### config.mk
export PLATFORM = sky130hd
export DESIGN_NAME = sweep_counter_ctrl
export DESIGN_NICKNAME = d
export VERILOG_FILES = /design/src/rtl/sweep_counter_ctrl.sv
export SDC_FILE = /design/constraint.sdc
export NUM_CORES = 1
export LEC_CHECK = 0
export ABC_AREA = 1
export CORE_MARGIN = 8
export CORE_UTILIZATION = 30
export DETAILED_ROUTE_END_ITERATION = 12
export PLACE_DENSITY = 0.48
export SETUP_SLACK_MARGIN = 0.5
export SYNTH_ARGS = -nofsm -noshare
export SYNTH_HDL_FRONTEND = slang
export SYNTH_SLANG_ARGS = --single-unit
### constraint.sdc
create_clock -name clk -period 5.07 [get_ports clk]
set_input_delay 1.521 -clock clk [delete_from_list [all_inputs] [get_ports clk]]
set_output_delay 1.521 -clock clk [all_outputs]
set_load 0.05 [all_outputs]
### src/rtl/sweep_counter_ctrl.sv
// sweep_counter_ctrl: drives an external up/down counter through repeated triangle sweeps.
// Optional macro SWEEP_DWELL_EN adds a DWELL hold at each turnaround.
module sweep_counter_ctrl #(
   parameter int N = 4,
   parameter int S = 4
`ifdef SWEEP_DWELL_EN
   , parameter int D = 8
`endif
) (
`ifdef SWEEP_DWELL_EN
   input  logic [D-1:0] dwell_cycles,
`endif
   input  logic         clk,
   input  logic         rst,
   input  logic         start,
   input  logic         abort,
   input  logic [N-1:0] start_val,
   input  logic [N-1:0] high_lim,
   input  logic [N-1:0] low_lim,
   input  logic [S-1:0] num_sweeps,
   input  logic [N-1:0] cnt_value,
   input  logic         cnt_carry,
   output logic         cnt_load,
   output logic         cnt_up_down,
   output logic [N-1:0] cnt_load_value,
   output logic         busy,
   output logic         done,
   output logic         cfg_err,
   output logic         wrap_err
);
   typedef enum logic [2:0] {
      IDLE, LOAD, UP, DOWN, DONE, ERR
`ifdef SWEEP_DWELL_EN
      , DWELL
`endif
   } state_t;
   state_t state, nxt;
   logic [N-1:0] start_q, high_q, low_q;
   logic [S-1:0] num_q, sweep_cnt;
   logic valid, at_hi, at_lo, last;
`ifdef SWEEP_DWELL_EN
   logic [D-1:0] dwell_q, dwell_cnt;
   logic ret_down;
`endif
   assign valid = low_lim < high_lim && low_lim <= start_val && start_val <= high_lim && num_sweeps != '0;
   assign at_hi = cnt_value == high_q;
   assign at_lo = cnt_value == low_q;
   assign last  = sweep_cnt + 1'b1 == num_q;
   always_comb begin
      nxt = state;
      cnt_load = 1'b1;
      cnt_load_value = cnt_value;
      cnt_up_down = 1'b1;
      busy = state == LOAD || state == UP || state == DOWN;
      done = state == DONE;
`ifdef SWEEP_DWELL_EN
      busy = busy || state == DWELL;
`endif
      case (state)
         IDLE: nxt = start && valid ? LOAD : IDLE;
         LOAD: begin
            cnt_load_value = start_q;
            nxt = UP;
         end
         UP: begin
            cnt_load = 1'b0;
            cnt_up_down = !at_hi;
            nxt = at_hi ? DOWN : UP;
`ifdef SWEEP_DWELL_EN
            if (at_hi && dwell_q != '0) begin
               cnt_load = 1'b1;
               nxt = DWELL;
            end
`endif
         end
         DOWN: begin
            cnt_load = at_lo && last;
            cnt_load_value = low_q;
            cnt_up_down = at_lo;
            nxt = at_lo ? (last ? DONE : UP) : DOWN;
`ifdef SWEEP_DWELL_EN
            if (at_lo && !last && dwell_q != '0) begin
               cnt_load = 1'b1;
               nxt = DWELL;
            end
`endif
         end
         DONE: nxt = IDLE;
         ERR:  nxt = start ? IDLE : ERR;
`ifdef SWEEP_DWELL_EN
         DWELL: nxt = dwell_cnt == 1 ? (ret_down ? DOWN : UP) : DWELL;
`endif
         default: nxt = IDLE;
      endcase
      // a wrap inside the sweep window means the counter and controller disagree
      if ((state == UP || state == DOWN) && cnt_carry) nxt = ERR;
      if (abort && busy) nxt = IDLE;
   end
   always_ff @(posedge clk or posedge rst) begin
      if (rst) begin
         state <= IDLE;
         start_q <= '0;
         high_q <= '0;
         low_q <= '0;
         num_q <= '0;
         sweep_cnt <= '0;
         cfg_err <= 1'b0;
         wrap_err <= 1'b0;
      end else begin
         state <= nxt;
         cfg_err <= state == IDLE && start && !valid;
         if (state == IDLE && nxt == LOAD) begin
            start_q <= start_val;
            high_q <= high_lim;
            low_q <= low_lim;
            num_q <= num_sweeps;
            sweep_cnt <= '0;
            wrap_err <= 1'b0;
         end
         if (nxt == ERR) wrap_err <= 1'b1;
         if (state == DOWN && at_lo) sweep_cnt <= sweep_cnt + 1'b1;
      end
   end
`ifdef SWEEP_DWELL_EN
   always_ff @(posedge clk or posedge rst) begin
      if (rst) begin
         dwell_q <= '0;
         dwell_cnt <= '0;
         ret_down <= 1'b0;
      end else begin
         if (state == IDLE && nxt == LOAD) dwell_q <= dwell_cycles;
         if (nxt == DWELL && state != DWELL) begin
            dwell_cnt <= dwell_q;
            ret_down <= state == UP;
         end else if (state == DWELL) dwell_cnt <= dwell_cnt - 1'b1;
      end
   end
`endif
endmodule

==> metrics.md, run 1 <==
| Metric | Value |
|---|---|
| Seq/Total Area, Yosys | 34.9% |
| Synthesized flop and latch total | 25 |
| DR vias/cell | 4.43 |
| CP most frequent cell | nand2_1 |
| Wire per inst | 12.5 µm |
| # fillers | 616 |
| Area occupied by registers | 626 µm² |
| Endpoints failing setup | 0 |
| Final Hold Fails | 0 |
| Status | finished, final reports clean |
| I/O Buffers | 34 |
| CP cell instances | clkdlybuf4s50_1, inv_1, nand2_1, nand2_1, nor2_2, nand2_1, nor2_2, nand3_2, nand2_2, buf_12 |
| RSZ-0062 raised after global routing | false |
| Syn avg cell area | 7.48 µm² |
| Tot GR Track Use | 10.7% |
| DR vias | 1,550 |
| Global routing's busiest layer | met2 |
| Synth top area cells | dfrtp_1, nand2_1, inv_1 |
| Die H | 93.3 µm |
| Worst path max stage delay | 0.52 ns |
| Crit path max-delay family | buffers and inverters |
| Worst-Margin Slew | 0.997 ns |
| Most frequent cell after synthesis | nand2_1 |
| Post CTS Setup Buffer Count | 0 |
| Post-synth top flop | dfrtp_1 |
| CP required | 3.55 ns |
| Sum of negative setup slack | 0 ns |
| Post-Syn Area | 1790 µm² |
| Post-layout nets | 313 |
| Switching Power | 477 µW |
| Max VDD drop | 0.200 mV |
| DR pass1 iterations | 4 |
| Syn Nets | 277 |
| Clock latency at the later pin of the worst-skew pair | 0.27 ns |
| Worst path bufs/invs | 3 |
| DP HPWL | 3.46 mm |
| Pwr per Cell Area | 443 nW/µm² |
| ANT cells | 0 |
| CTS Buffer Depth | 2 |
| Starting Density | 30.7% |
| Worst rel slew slack | 33.5% |
| Max Cap Viol | 0 |
| Arr. time, crit path | 2.88 ns |
| Internal Power | 527 µW |
| Worst Hold Class | register to register |
| Area occupied by multi-input gates | 965 µm² |
| Fin crit period | 4.41 ns |
| Post-Syn Instances | 240 |
| Crit path kind | input port to output pin |
| Top-area cell type share of the netlist area | 34.9% |
| Area delta synth->final | 26.3% |
| Setup Skew | 0.00737 ns |
| FF-to-FF setup slack | 3.00 ns |
| P_leak | 0.00119 µW |
| Die width | 93.3 µm |
| Met2 usage in global routing | 17.0% |
| TritonCTS Buffers | 3 |
| CP max FO | 3 |
| Cell variety after synth | 26 |
| Final period util | 86.9% |
| Initial antenna violation count | 0 |
| CTS H-Tree Depth | 1 |
| Seq pwr share | 33.6% |
| Post-CTS Hold Buffers | 0 |
| CTS tree | built |
| Gate power share | 54.4% |
| DR DRC count | 0 |
| Power Total | 1000 µW |
| Core area | 5850 µm² |
| Critical Path Slowest Stage Cell | clkdlybuf4s50_1 |
| Routed Antenna Nets | 0 |
| WL final | 4.38 mm |
| CTS sink cnt | 25 |
| Most frequent cells after synthesis | nand2_1, inv_1, dfrtp_1 |
| Grt ovf | 0 |
| DRT iter0 DRCs | 72 |
| Number of synthesized flops with an enable pin | 0 |
| Met1 Track Usage GR | 13.9% |
| Synth warn | 0 |
| Clk pwr share | 12.0% |
| Die area | 8710 µm² |
| Number of global-route vias before repair | 1,559 |
| Achievable Freq | 0.227 GHz |
| CP endpoint kind | output pin |
| # IOs | 35 |
| Largest net degree at the start of global routing | 37 |
| Gates resized, CTS repair | 0 |
| Final Max Slew Viols | 0 |
| Clock-pin slew on the worst setup and hold paths | 0.08 ns |
| Post-synth top area cell | dfrtp_1 |
| Switching share of total power | 47.5% |
| Site Rows | 28 |
| GP Congestion | 0.756 |
| First-pass GRT wire length | 7.43 mm |
| Async SR Flop Fraction | 100% |
| Share of cells above drive strength 1 | 17.1% |
| GRT met3 Usage | 1.44% |
| Root buffer cell | clkbuf_8 |
| CP Launch Type | input port |
[kinds of logic (layout without fill, tap and decap cells)]
logic type,count (synthesis),count (layout),share of synthesized area [%]
flops,25,25,34.9
simple gates,117,117,29.9
buf+inv,51,86,12.1
xor+xnor,3,3,1.46
fa+ha+maj,12,12,8.37
compound gates,32,32,13.3
[worst paths after layout]
| check | from | endpoint | cells after the start |
|---|---|---|---|
| worst max-delay path | cnt_value[1] | cnt_load | 10 |
| min in group asynchronous | rst | state[1] | 2 |
| worst min-delay path | wrap_err | wrap_err | 2 |
| worst min register to register | wrap_err | wrap_err | 2 |
| worst max register to register | state[0] | wrap_err | 8 |
| max in group asynchronous | rst | high_q[1] | 2 |
[power by group through the flow]
stage / registers (µW) / clock network, µW / logic [µW]
3_3_place_gp: 341 / 0 / 542
2_1_floorplan: 341 / 0 / 386
6_report: 338 / 120 / 547
4_1_cts: 337 / 126 / 547
3_5_place_dp: 341 / 0 / 545
5_1_grt: 348 / 134 / 601
[per-layer routing]
layer	vias up	routed length (µm)
met5	-	0
met4	0	110
met3	7	174
met2	30	1930
met1	678	2160
li1	835	-
[area by class of cell]
cell class,instances,share of cell area [%]
Multi-Input combinational cell,164,42.6
Sequential cell,25,27.6
Timing Repair Buffer,34,15.6
Inverter,48,8.06
Tap cell,75,4.14
Clock buffer,3,1.82
Clock inverter,1,0.221
[registers in the layout, indices dropped and copies added (netlist names)]
register	cells
start_q	4
wrap_err	1
low_q	4
cfg_err	1
sweep_cnt	4
num_q	4
state	3
high_q	4
[worst register-to-register path: stages (launching register included)]
cell and delay (ns):
dfrtp_1 0.44, nor2_2 0.21, inv_2 0.07, nor3_4 0.21, nand4_4 0.57, nand3_2 0.28
nand3_1 0.09, nand2_1 0.06, nand2_1 0.04
[layout by cell type, fill, tap and decap left out, types with 3 or more instances in the layout]
master	n
nor2_1	14
a21oi_2	6
inv_2	6
clkdlybuf4s50_1	27
o221ai_1	4
o21ai_1	4
ha_1	12
buf_4	4
nand4_1	4
nand3_1	17
xnor2_1	3
a21oi_1	5
dfrtp_1	25
clkbuf_8	3
inv_1	41
nand2_1	68
nor2_2	6
o21ai_2	10
[per-stage QoR]
stage                     hold WS, ns  instance area (µm²)  worst slack (ns)  std cells  util, %
after floorplan                 0.456                 1790              1.15        240        -
after global placement          0.466                 2200             0.608        346     37.7
after detailed placement        0.471                 2200             0.590        346     37.7
after CTS                       0.493                 2250             0.586        350     38.5
after global routing            0.512                 2270             0.511        350     38.7
final                           0.488                 2270             0.665        350     38.7
Power figures use the tool's default switching activity.
==> inputs of run 2 (changes only) <==
ABC_AREA = default   (was 1)
PLACE_DENSITY = 0.49   (was 0.48)
SKIP_CTS_REPAIR_TIMING = 1   (was default)
==> run 2 against run 1 <==
Compared with the run above: clock power hardly changed; non-clock buffer count is 3 higher; via count is 18% lower; die area is 8.1% lower; combinational power is 12% lower; core utilization is 2.5 points higher; hold slack better by 0.023 ns; register-to-register slack worse by 0.11 ns; sequential share of layout area is 1.7 points higher; fmax is 2.1% lower; routed wire length is 7.7% lower; clock skew hardly changed.
==> metrics.md, run 2 <==
| Metric | Value |
|---|---|
| First-pass GRT wire length | 6.53 mm |
| Number of global-route vias before repair | 1,368 |
| # fillers | 500 |
| Endpoints failing setup | 0 |
| Util after Layout | 41.2% |
| Internal Power | 562 µW |
| Share of cells above drive strength 1 | 17.6% |
| Worst Hold Class | register to register |
| Core area | 5170 µm² |
| CTS sink cnt | 25 |
| Async SR Flop Fraction | 100% |
| Area occupied by registers | 626 µm² |
| Status | finished, final reports clean |
| Fin crit period | 4.50 ns |
| Final Hold Fails | 0 |
| Grt ovf | 0 |
| Worst-Margin Slew | 0.927 ns |
| DRT iter0 DRCs | 37 |
| DP HPWL | 3.37 mm |
| CP Launch Type | input port |
| P_leak | 0.000943 µW |
| DR vias/cell | 4.81 |
| Die area | 8000 µm² |
| CTS Buffer Depth | 2 |
| Tot GR Track Use | 10.5% |
| Post-synth top flop | dfrtp_1 |
| Most frequent cells after synthesis | dfrtp_1, mux2_2, ha_1, nand2_1, inv_1 |
| Die width | 89.5 µm |
| DR pass1 iterations | 4 |
| Sum of negative setup slack | 0 ns |
| Syn avg cell area | 10.4 µm² |
| CP max FO | 3 |
| Design Area, Final | 2130 µm² |
| CTS H-Tree Depth | 1 |
| CP endpoint kind | output pin |
| DR vias | 1,266 |
| Most frequent cell after synthesis | dfrtp_1 |
| Max Cap Viol | 0 |
| Starting Density | 31.3% |
| Area delta synth->final | 31.8% |
| Power Total | 959 µW |
| CP required | 3.55 ns |
| Post-Syn Instances | 155 |
| RSZ-0062 raised after global routing | false |
| Post-synth top area cell | dfrtp_1 |
| Die H | 89.5 µm |
| Seq/Total Area, Yosys | 38.6% |
| Final Max Slew Viols | 0 |
| I/O Buffers | 34 |
| Gate power share | 50.1% |
| Post-layout nets | 231 |
| GP Congestion | 0.818 |
| Synthesized flop and latch total | 25 |
| Initial antenna violation count | 0 |
| Arr. time, crit path | 2.98 ns |
| Max VDD drop | 0.166 mV |
| Final period util | 88.8% |
| Routed Antenna Nets | 0 |
| Root buffer cell | clkbuf_8 |
| Wire per inst | 15.4 µm |
| TritonCTS Buffers | 3 |
| Clk pwr share | 12.4% |
| DR DRC count | 0 |
| ANT cells | 0 |
| Seq pwr share | 37.4% |
| Clock latency at the later pin of the worst-skew pair | 0.27 ns |
| Number of synthesized flops with an enable pin | 0 |
| Pwr per Cell Area | 450 nW/µm² |
| Synth warn | 0 |
| Area occupied by multi-input gates | 937 µm² |
| Most frequent cells in the layout | clkdlybuf4s50_1, dfrtp_1, mux2_2 |
| WL final | 4.04 mm |
| Cell variety after synth | 36 |
| Switching share of total power | 41.4% |
| # IOs | 35 |
| Setup Skew | 0.00735 ns |
| Clock-pin slew on the worst setup and hold paths | 0.09 ns |
| Switching Power | 398 µW |
| Most common cell after layout, fill and taps aside | clkdlybuf4s50_1 |
| Worst rel slew slack | 38.1% |
| Synth top area cells | dfrtp_1, ha_1, mux2_2 |
| Achievable Freq | 0.222 GHz |
| Crit path kind | input port to output pin |
| DP Area | 2060 µm² |
| Top-area cell type share of the netlist area | 38.6% |
| CTS tree | built |
| Syn Nets | 192 |
| WHS | 0.511 ns |
| Post-Syn Area | 1620 µm² |
| Largest net degree at the start of global routing | 26 |
| Site Rows | 26 |
## run 2: worst paths after layout
| check | from | slack (ns) | cells past startpoint | to |
|---|---|---|---|---|
| worst max register to register | state[1] | 2.89 | 5 | start_q[2] |
| worst min register to register | wrap_err | 0.51 | 2 | wrap_err |
| min in group asynchronous | rst | 1.75 | 2 | num_q[0] |
| max in group asynchronous | rst | 2.75 | 2 | high_q[1] |
| worst min-delay path | wrap_err | 0.51 | 2 | wrap_err |
| worst max-delay path | cnt_value[2] | 0.57 | 7 | cnt_load |
## run 2: power by group through the flow
stage	clock network, µW	logic, µW	registers (µW)
3_5_place_dp	0	476	363
5_1_grt	131	518	369
2_1_floorplan	0	332	350
6_report	119	481	359
3_3_place_gp	0	470	360
4_1_cts	123	478	358
## run 2: metal layers
layer	global-route usage [%]	vias to the layer above	wire, µm
met5	0	-	0
met4	3.17	0	40
met3	1.65	2	188
met2	17.7	23	1880
met1	13.4	619	1930
li1	-	622	-
## run 2: cell families after synthesis
group | synth area share (%)
simple gates | 16.6
buf+inv | 4.64
flops | 38.6
xor+xnor | 7.57
compound gates | 8.35
mux | 14.9
fa+ha+maj | 9.27
## run 2: area by class of cell
cell class | instances | share of cell area, %
repair buffers | 37 | 18.4
well taps | 70 | 4.11
inverters | 11 | 1.94
flip-flops and latches | 25 | 29.3
clock inverters | 1 | 0.352
multi-input cells | 116 | 43.9
clock buffers | 3 | 1.94
## run 2: stage by stage
stage          setup slack [ns]  instances
2_1_floorplan             0.705        155
3_3_place_gp              0.372        259
3_5_place_dp              0.309        259
4_1_cts                   0.302        263
5_1_grt                   0.485        263
6_report                  0.568        263
## run 2: worst max-delay path: stages
cell	delay [ns]
clkdlybuf4s50_1	0.48
xor2_1	0.19
nor4_2	0.20
nand2_1	0.12
nor3_2	0.17
nand2b_4	0.17
buf_12	0.13
==> inputs of run 3 (changes only) <==
CTS_BUF_LIST = sky130_fd_sc_hd__clkbuf_8   (was default)
==> results of run 3 <==
Same layout as run 2: the final DEF is identical, and so are final timing and power.
